==> src/rtl/pipe_pkg.sv <==
// Shared pipeline constants: control field widths, per-stage control bundle widths
// and the bit positions of individual control signals inside a bundle.
package pipe_pkg;

    localparam int WB_CTRL_W = 2;   // reg_write, mem_to_reg
    localparam int M_CTRL_W  = 3;   // branch, mem_read, mem_write
    localparam int EX_CTRL_W = 3;   // alu_src, alu_op[1:0]
    localparam int ZERO_W    = 1;   // ALU zero flag forwarded for branch resolution

    localparam int ID_EX_CTRL_W  = WB_CTRL_W + M_CTRL_W + EX_CTRL_W;
    localparam int EX_MEM_CTRL_W = WB_CTRL_W + M_CTRL_W + ZERO_W;
    localparam int MEM_WB_CTRL_W = WB_CTRL_W;

    localparam int REG_WRITE_BIT  = 0;
    localparam int MEM_TO_REG_BIT = 1;
    localparam int BRANCH_BIT     = 2;
    localparam int MEM_READ_BIT   = 3;
    localparam int MEM_WRITE_BIT  = 4;
    localparam int ZERO_BIT       = 5;

    typedef struct packed {
        logic zero;
        logic mem_write;
        logic mem_read;
        logic branch;
        logic mem_to_reg;
        logic reg_write;
    } ex_mem_ctrl_t;

    // True when a bundle can change architectural state downstream.
    function automatic logic writes_state(input ex_mem_ctrl_t c);
        return c.reg_write | c.mem_write;
    endfunction

endpackage

==> src/rtl/pipe_skid_buf.sv <==
// Two-entry skid buffer with a registered ready; only built when PIPE_SKID_EN is defined.
// The main entry drives the outputs; the skid entry catches a beat accepted during a stall.
`ifdef PIPE_SKID_EN
module pipe_skid_buf #(
    parameter int WIDTH = 8
) (
    input  logic             clock,
    input  logic             reset,
    input  logic             flush,
    input  logic             in_valid,
    output logic             in_ready,
    input  logic [WIDTH-1:0] in_payload,
    output logic             out_valid,
    input  logic             out_ready,
    output logic [WIDTH-1:0] out_payload
);

    logic             main_valid;
    logic             skid_valid;
    logic [WIDTH-1:0] main_q;
    logic [WIDTH-1:0] skid_q;
    logic             in_xfer;
    logic             main_free;

    assign in_ready    = !skid_valid;
    assign out_valid   = main_valid;
    assign out_payload = main_q;
    assign in_xfer     = in_valid && !skid_valid;
    assign main_free   = !main_valid || out_ready;

    // NOTE: sequential state is always assigned with <= so every flop samples pre-edge values.
    always_ff @(posedge clock) begin
        if (reset) begin
            main_valid <= 1'b0;
            skid_valid <= 1'b0;
            main_q     <= '0;
        end else if (flush) begin
            main_valid <= 1'b0;
            skid_valid <= 1'b0;
        end else if (main_free) begin
            if (skid_valid) begin
                main_q     <= skid_q;
                main_valid <= 1'b1;
                skid_valid <= 1'b0;
            end else if (in_xfer) begin
                main_q     <= in_payload;
                main_valid <= 1'b1;
            end else begin
                main_valid <= 1'b0;
            end
        end else if (in_xfer) begin
            skid_valid <= 1'b1;
        end
    end

    // NOTE: skid_q is pure storage qualified by skid_valid, so it needs no reset.
    always_ff @(posedge clock) begin
        if (in_xfer && !main_free) begin
            skid_q <= in_payload;
        end
    end

endmodule
`endif

==> src/rtl/pipe_stage_reg.sv <==
// Flow-controlled pipeline register between two RISC-V stages, with flush and a stall counter.
// Define PIPE_SKID_EN to add a second (skid) entry and make in_ready registered.
module pipe_stage_reg
    import pipe_pkg::*;
#(
    parameter int DATA_W = 32,
    parameter int DATA_N = 3,
    parameter int CTRL_W = EX_MEM_CTRL_W,
    parameter int RD_W   = 5,
    parameter int CNT_W  = 16
) (
    input  logic                     clock,
    input  logic                     reset,
    input  logic                     in_valid,
    output logic                     in_ready,
    input  logic [DATA_N*DATA_W-1:0] in_data,
    input  logic [CTRL_W-1:0]        in_ctrl,
    input  logic [RD_W-1:0]          in_rd,
    input  logic                     flush,
    output logic                     out_valid,
    input  logic                     out_ready,
    output logic [DATA_N*DATA_W-1:0] out_data,
    output logic [CTRL_W-1:0]        out_ctrl,
    output logic [RD_W-1:0]          out_rd,
    output logic [CNT_W-1:0]         stall_count
);

    logic stall;

    assign stall = out_valid && !out_ready;

    always_ff @(posedge clock) begin
        if (reset) begin
            stall_count <= '0;
        end else if (stall && stall_count != '1) begin
            stall_count <= stall_count + CNT_W'(1);
        end
    end

`ifdef PIPE_SKID_EN
    localparam int BEAT_W = RD_W + CTRL_W + DATA_N * DATA_W;

    logic [BEAT_W-1:0] held_beat;
    logic [CTRL_W-1:0] held_ctrl;

    pipe_skid_buf #(
        .WIDTH (BEAT_W)
    ) u_skid_buf (
        .clock       (clock),
        .reset       (reset),
        .flush       (flush),
        .in_valid    (in_valid),
        .in_ready    (in_ready),
        .in_payload  ({in_rd, in_ctrl, in_data}),
        .out_valid   (out_valid),
        .out_ready   (out_ready),
        .out_payload (held_beat)
    );

    assign {out_rd, held_ctrl, out_data} = held_beat;
    // A bubble must never present live control to the next stage.
    assign out_ctrl = out_valid ? held_ctrl : '0;
`else
    assign in_ready = !out_valid || out_ready;

    always_ff @(posedge clock) begin
        if (reset) begin
            out_valid <= 1'b0;
            out_ctrl  <= '0;
            out_data  <= '0;
            out_rd    <= '0;
        end else if (flush) begin
            // An incoming beat is still handshaken upstream but dropped here.
            out_valid <= 1'b0;
            out_ctrl  <= '0;
        end else if (in_valid && in_ready) begin
            out_valid <= 1'b1;
            out_ctrl  <= in_ctrl;
            out_data  <= in_data;
            out_rd    <= in_rd;
        end else if (out_valid && out_ready) begin
            out_valid <= 1'b0;
            out_ctrl  <= '0;
        end
    end
`endif

endmodule
==> config.mk <==
export PLATFORM = sky130hd
export DESIGN_NAME = pipe_stage_reg
export DESIGN_NICKNAME = d
export VERILOG_FILES = /design/src/rtl/pipe_pkg.sv /design/src/rtl/pipe_skid_buf.sv /design/src/rtl/pipe_stage_reg.sv
export SDC_FILE = /design/constraint.sdc
export NUM_CORES = 1
export LEC_CHECK = 0
export CORE_ASPECT_RATIO = 0.9
export CORE_MARGIN = 3
export CORE_UTILIZATION = 41
export CTS_BUF_LIST = sky130_fd_sc_hd__clkbuf_4 sky130_fd_sc_hd__clkbuf_8
export CTS_CLUSTER_DIAMETER = 40
export DETAILED_ROUTE_END_ITERATION = 7
export GPL_TIMING_DRIVEN = 0
export PLACE_DENSITY = 0.81
export SLEW_MARGIN = 40
export SYNTH_ARGS = -nofsm -noshare
export SYNTH_HDL_FRONTEND = slang
export SYNTH_SLANG_ARGS = --single-unit
==> constraint.sdc <==
create_clock -name clock -period 2.02 [get_ports clock]
set_input_delay 0.505 -clock clock [delete_from_list [all_inputs] [get_ports clock]]
set_output_delay 0.505 -clock clock [all_outputs]
set_load 0.05 [all_outputs]
==> results.md <==
* Status: completed
* Die area at 12400 µm²
* Cell count after synthesis at 559
* Switching power total at 0.00158 W
* DPL Wire Length at around 11 mm
* Finished Layout Cells at 974
* Hold Path Class: flip-flop to flip-flop
* Share of the synthesized area in the top cell type at 0.544
* Skew final at around 0.018 ns
* Slew @ Worst Pin at 0.586 ns
* Final count of hold timing violations at 0
* Hold_buf cts at 0
* Max_slew headroom at 0.605
* Final Cycle Share at 0.983
* Peak supply drop at 0.000679 V
* Warnings, synthesis at 0
* Total Wirelength at 15.0 mm
* Switching Share at 0.290
* H-tree levels at 4
* Layout cell share with drive strength beyond 1 at 0.0884
* Met3 wire len at 1.38 mm
* Biggest cell delay along the critical path at 0.48 ns
* Post-route ant nets at 0
* RSZ-0062 raised after global routing: no
* Root buffer cell: clkbuf_8
* Buf+Inv Stages, Crit Path at 4
* Die Y-Extent at 106 µm
* Gate power share at 0.182
* Internal power at 0.00388 W
* Seq/Total Area, Yosys at 0.544
* Synth Register Bits at 124
* Clock power share at 0.343
* Starting Density at 0.433
* Design Area, Final at 7330 µm²
* First-pass GRT wire length at 23.0 mm
* Gr usage total at 0.237
* Post-synth net total at about 670
* Pwr/cell area at 745 nW/µm²
* Top layer in use: met4
* Metal2 WL at 7.29 mm
* Clock transition at path regs at around 0.070 ns
* Max Cap Viol at 0
* Slew Limit Fails at 0
* Max FO, Critical Path at 8
* Gr ovfl total at 0
* CP endpoint kind: output pin
* CP max-delay cell: clkdlybuf4s50_1
* Nets at 930
* Cell family with most CP delay: buffers and inverters
* Worst Path Arrival at 1.48 ns
* Mapped cell area at 4570 µm²
* Worst EP required at approximately 1.5 ns
* First drt pass iteration count at 5
* Die Wd at 117 µm
* Later-pin clock latency in the skew report at 0.43 ns
* Cell accounting for the most synthesized area: dfxtp_1
* Dominant cells by area after synthesis: dfxtp_1 (54%), nand2_1 (17%), a21oi_1 (12%)
* GPL Wtd Cong at 0.839
* Fillers at 887
* Final-report setup violation count at 0
* Core Region at 10600 µm²
* Number of global-route vias before repair at 4661
* Total negative setup slack at 0 ns
* DR WL/cell at 15.4 µm
* Critical path cell sequence: clkdlybuf4s50_1 -> nor2b_1 -> buf_4 -> inv_2 -> buf_6
* Residual DRC at 0
* Final worst path period need at 1.99 ns
* Vias per std cell at 4.93
* # placed instances at 943
* # diodes at 0
* Crit path kind: input port to output pin
* Fmax at 0.504 GHz
* Prevailing post-synth register cell: dfxtp_1
* Largest net degree at the start of global routing at 17
* Syn Area/Cell at 8.17 µm²
* Final Total Pwr at 0.00546 W
* DP Area at 7120 µm²
* Synth cell types at 40
* Area grow syn2layout at 60.5%
* Met1 WL at around 6 mm
* CTS sink count at 124
* Sequential share of power at 0.475
* Cts bufs inserted at 17
* Ys async rst share at 0
* Leak at 3.25 nW
* CTS tree: yes
* Max Buffers Root-to-Sink at 2
* Detailed Route Iter0 Violations at 288
* Post-synth EDFFs at 0
* Initial antenna violation count at 0
* Row count at 35
* Vias at 4797
* Worst setup SP type: input port
* I/O Buffers at 236
* Number of I/O pins at 237
==> cell usage in the layout (no fill, tap or decap), drive strengths merged, types with 6 or more instances in the layout <==
master / count
a21oi: 109
dlygate4sd2: 122
nor2: 14
nor3: 6
nand2: 203
clkdlybuf4s50: 111
buf: 25
a211oi: 6
a22oi: 6
clkbuf: 36
dfxtp: 124
==> tightest hold or removal path, stage by stage (launching register included) <==
cell	delay, ns
dfxtp_1	0.31
nand2_1	0.05
a21oi_1	0.05
==> routing by layer <==
metal,track usage,vias to the layer above
met5,0,-
met2,0.399,202
met4,0.0983,0
met1,0.266,2194
li1,-,2368
met3,0.0882,33
==> Yosys cell counts, types with 2 or more instances <==
master / count
nand4_4: 2
mux2_2: 2
nand3_1: 4
a31oi_1: 2
nor2b_1: 4
nor2_1: 14
mux2i_1: 2
nand2b_1: 2
nand3b_1: 2
or3_1: 2
o21ai_0: 5
a21oi_1: 108
a211oi_1: 6
or4_1: 2
buf_4: 8
nor3_1: 6
nand2_1: 203
a22oi_1: 6
dfxtp_1: 124
buf_2: 13
inv_1: 5
clkbuf_1: 17
nand4_1: 3
==> final cells by class <==
cell class,instances,area [µm²],share of cell area
Buffer,38,201,0.0275
Clock buffer,19,249,0.0340
Clock inverter,9,77.6,0.0106
Inverter,5,18.8,0.00256
Multi-Input combinational cell,392,1880,0.256
Sequential cell,124,2490,0.339
Tap cell,148,185,0.0253
Timing Repair Buffer,239,2230,0.305
==> registers in the layout, summed over array words and instances (netlist names) <==
signal,flops
out_ctrl,6
out_data,96
out_rd,5
out_valid,1
stall_count,16
==> logic make-up after synthesis <==
kind of cell | synth area share
simple gates | 0.240
buf+inv | 0.0455
compound gates | 0.156
mux | 0.0126
fa+ha+maj | 0.00274
flops | 0.544
==> metrics by stage <==
step,worst slack (ns),hold WS (ns),utilization
after floorplan,-0.00175,0.615,-
after CTS,-0.0821,0.453,0.691
after detailed placement,-0.705,0.447,0.674
after global routing,0.000294,0.469,0.694
after global placement,-0.658,0.441,0.674
final,0.0349,0.452,0.694
==> final timing paths <==
kind / startpoint / endpoint / slack (ns) / depth (start not counted)
setup reg to reg: stall_count[0] / stall_count[10] / 0.20 / 5
hold / removal: out_data[70] / out_data[70] / 0.45 / 2
hold reg to reg: out_data[70] / out_data[70] / 0.45 / 2
setup / recovery: out_ready / in_ready / 0.03 / 5
==> power by group through the flow <==
stage	clock network, W	registers [W]	logic, W
finish	0.00187	0.00259	0.000993
global route	0.00201	0.00260	0.00106
CTS	0.00190	0.00259	0.000996
detailed placement	0	0.00265	0.00106
global placement	0	0.00264	0.00104
floorplan	0	0.00299	0.000224
==> what timing repair did <==
action	in CTS	in global routing
setup endpoints to repair	195	59
pin swaps	0	1
resized for setup	135	10
setup buffers	0	3
Power figures use the tool's default switching activity.
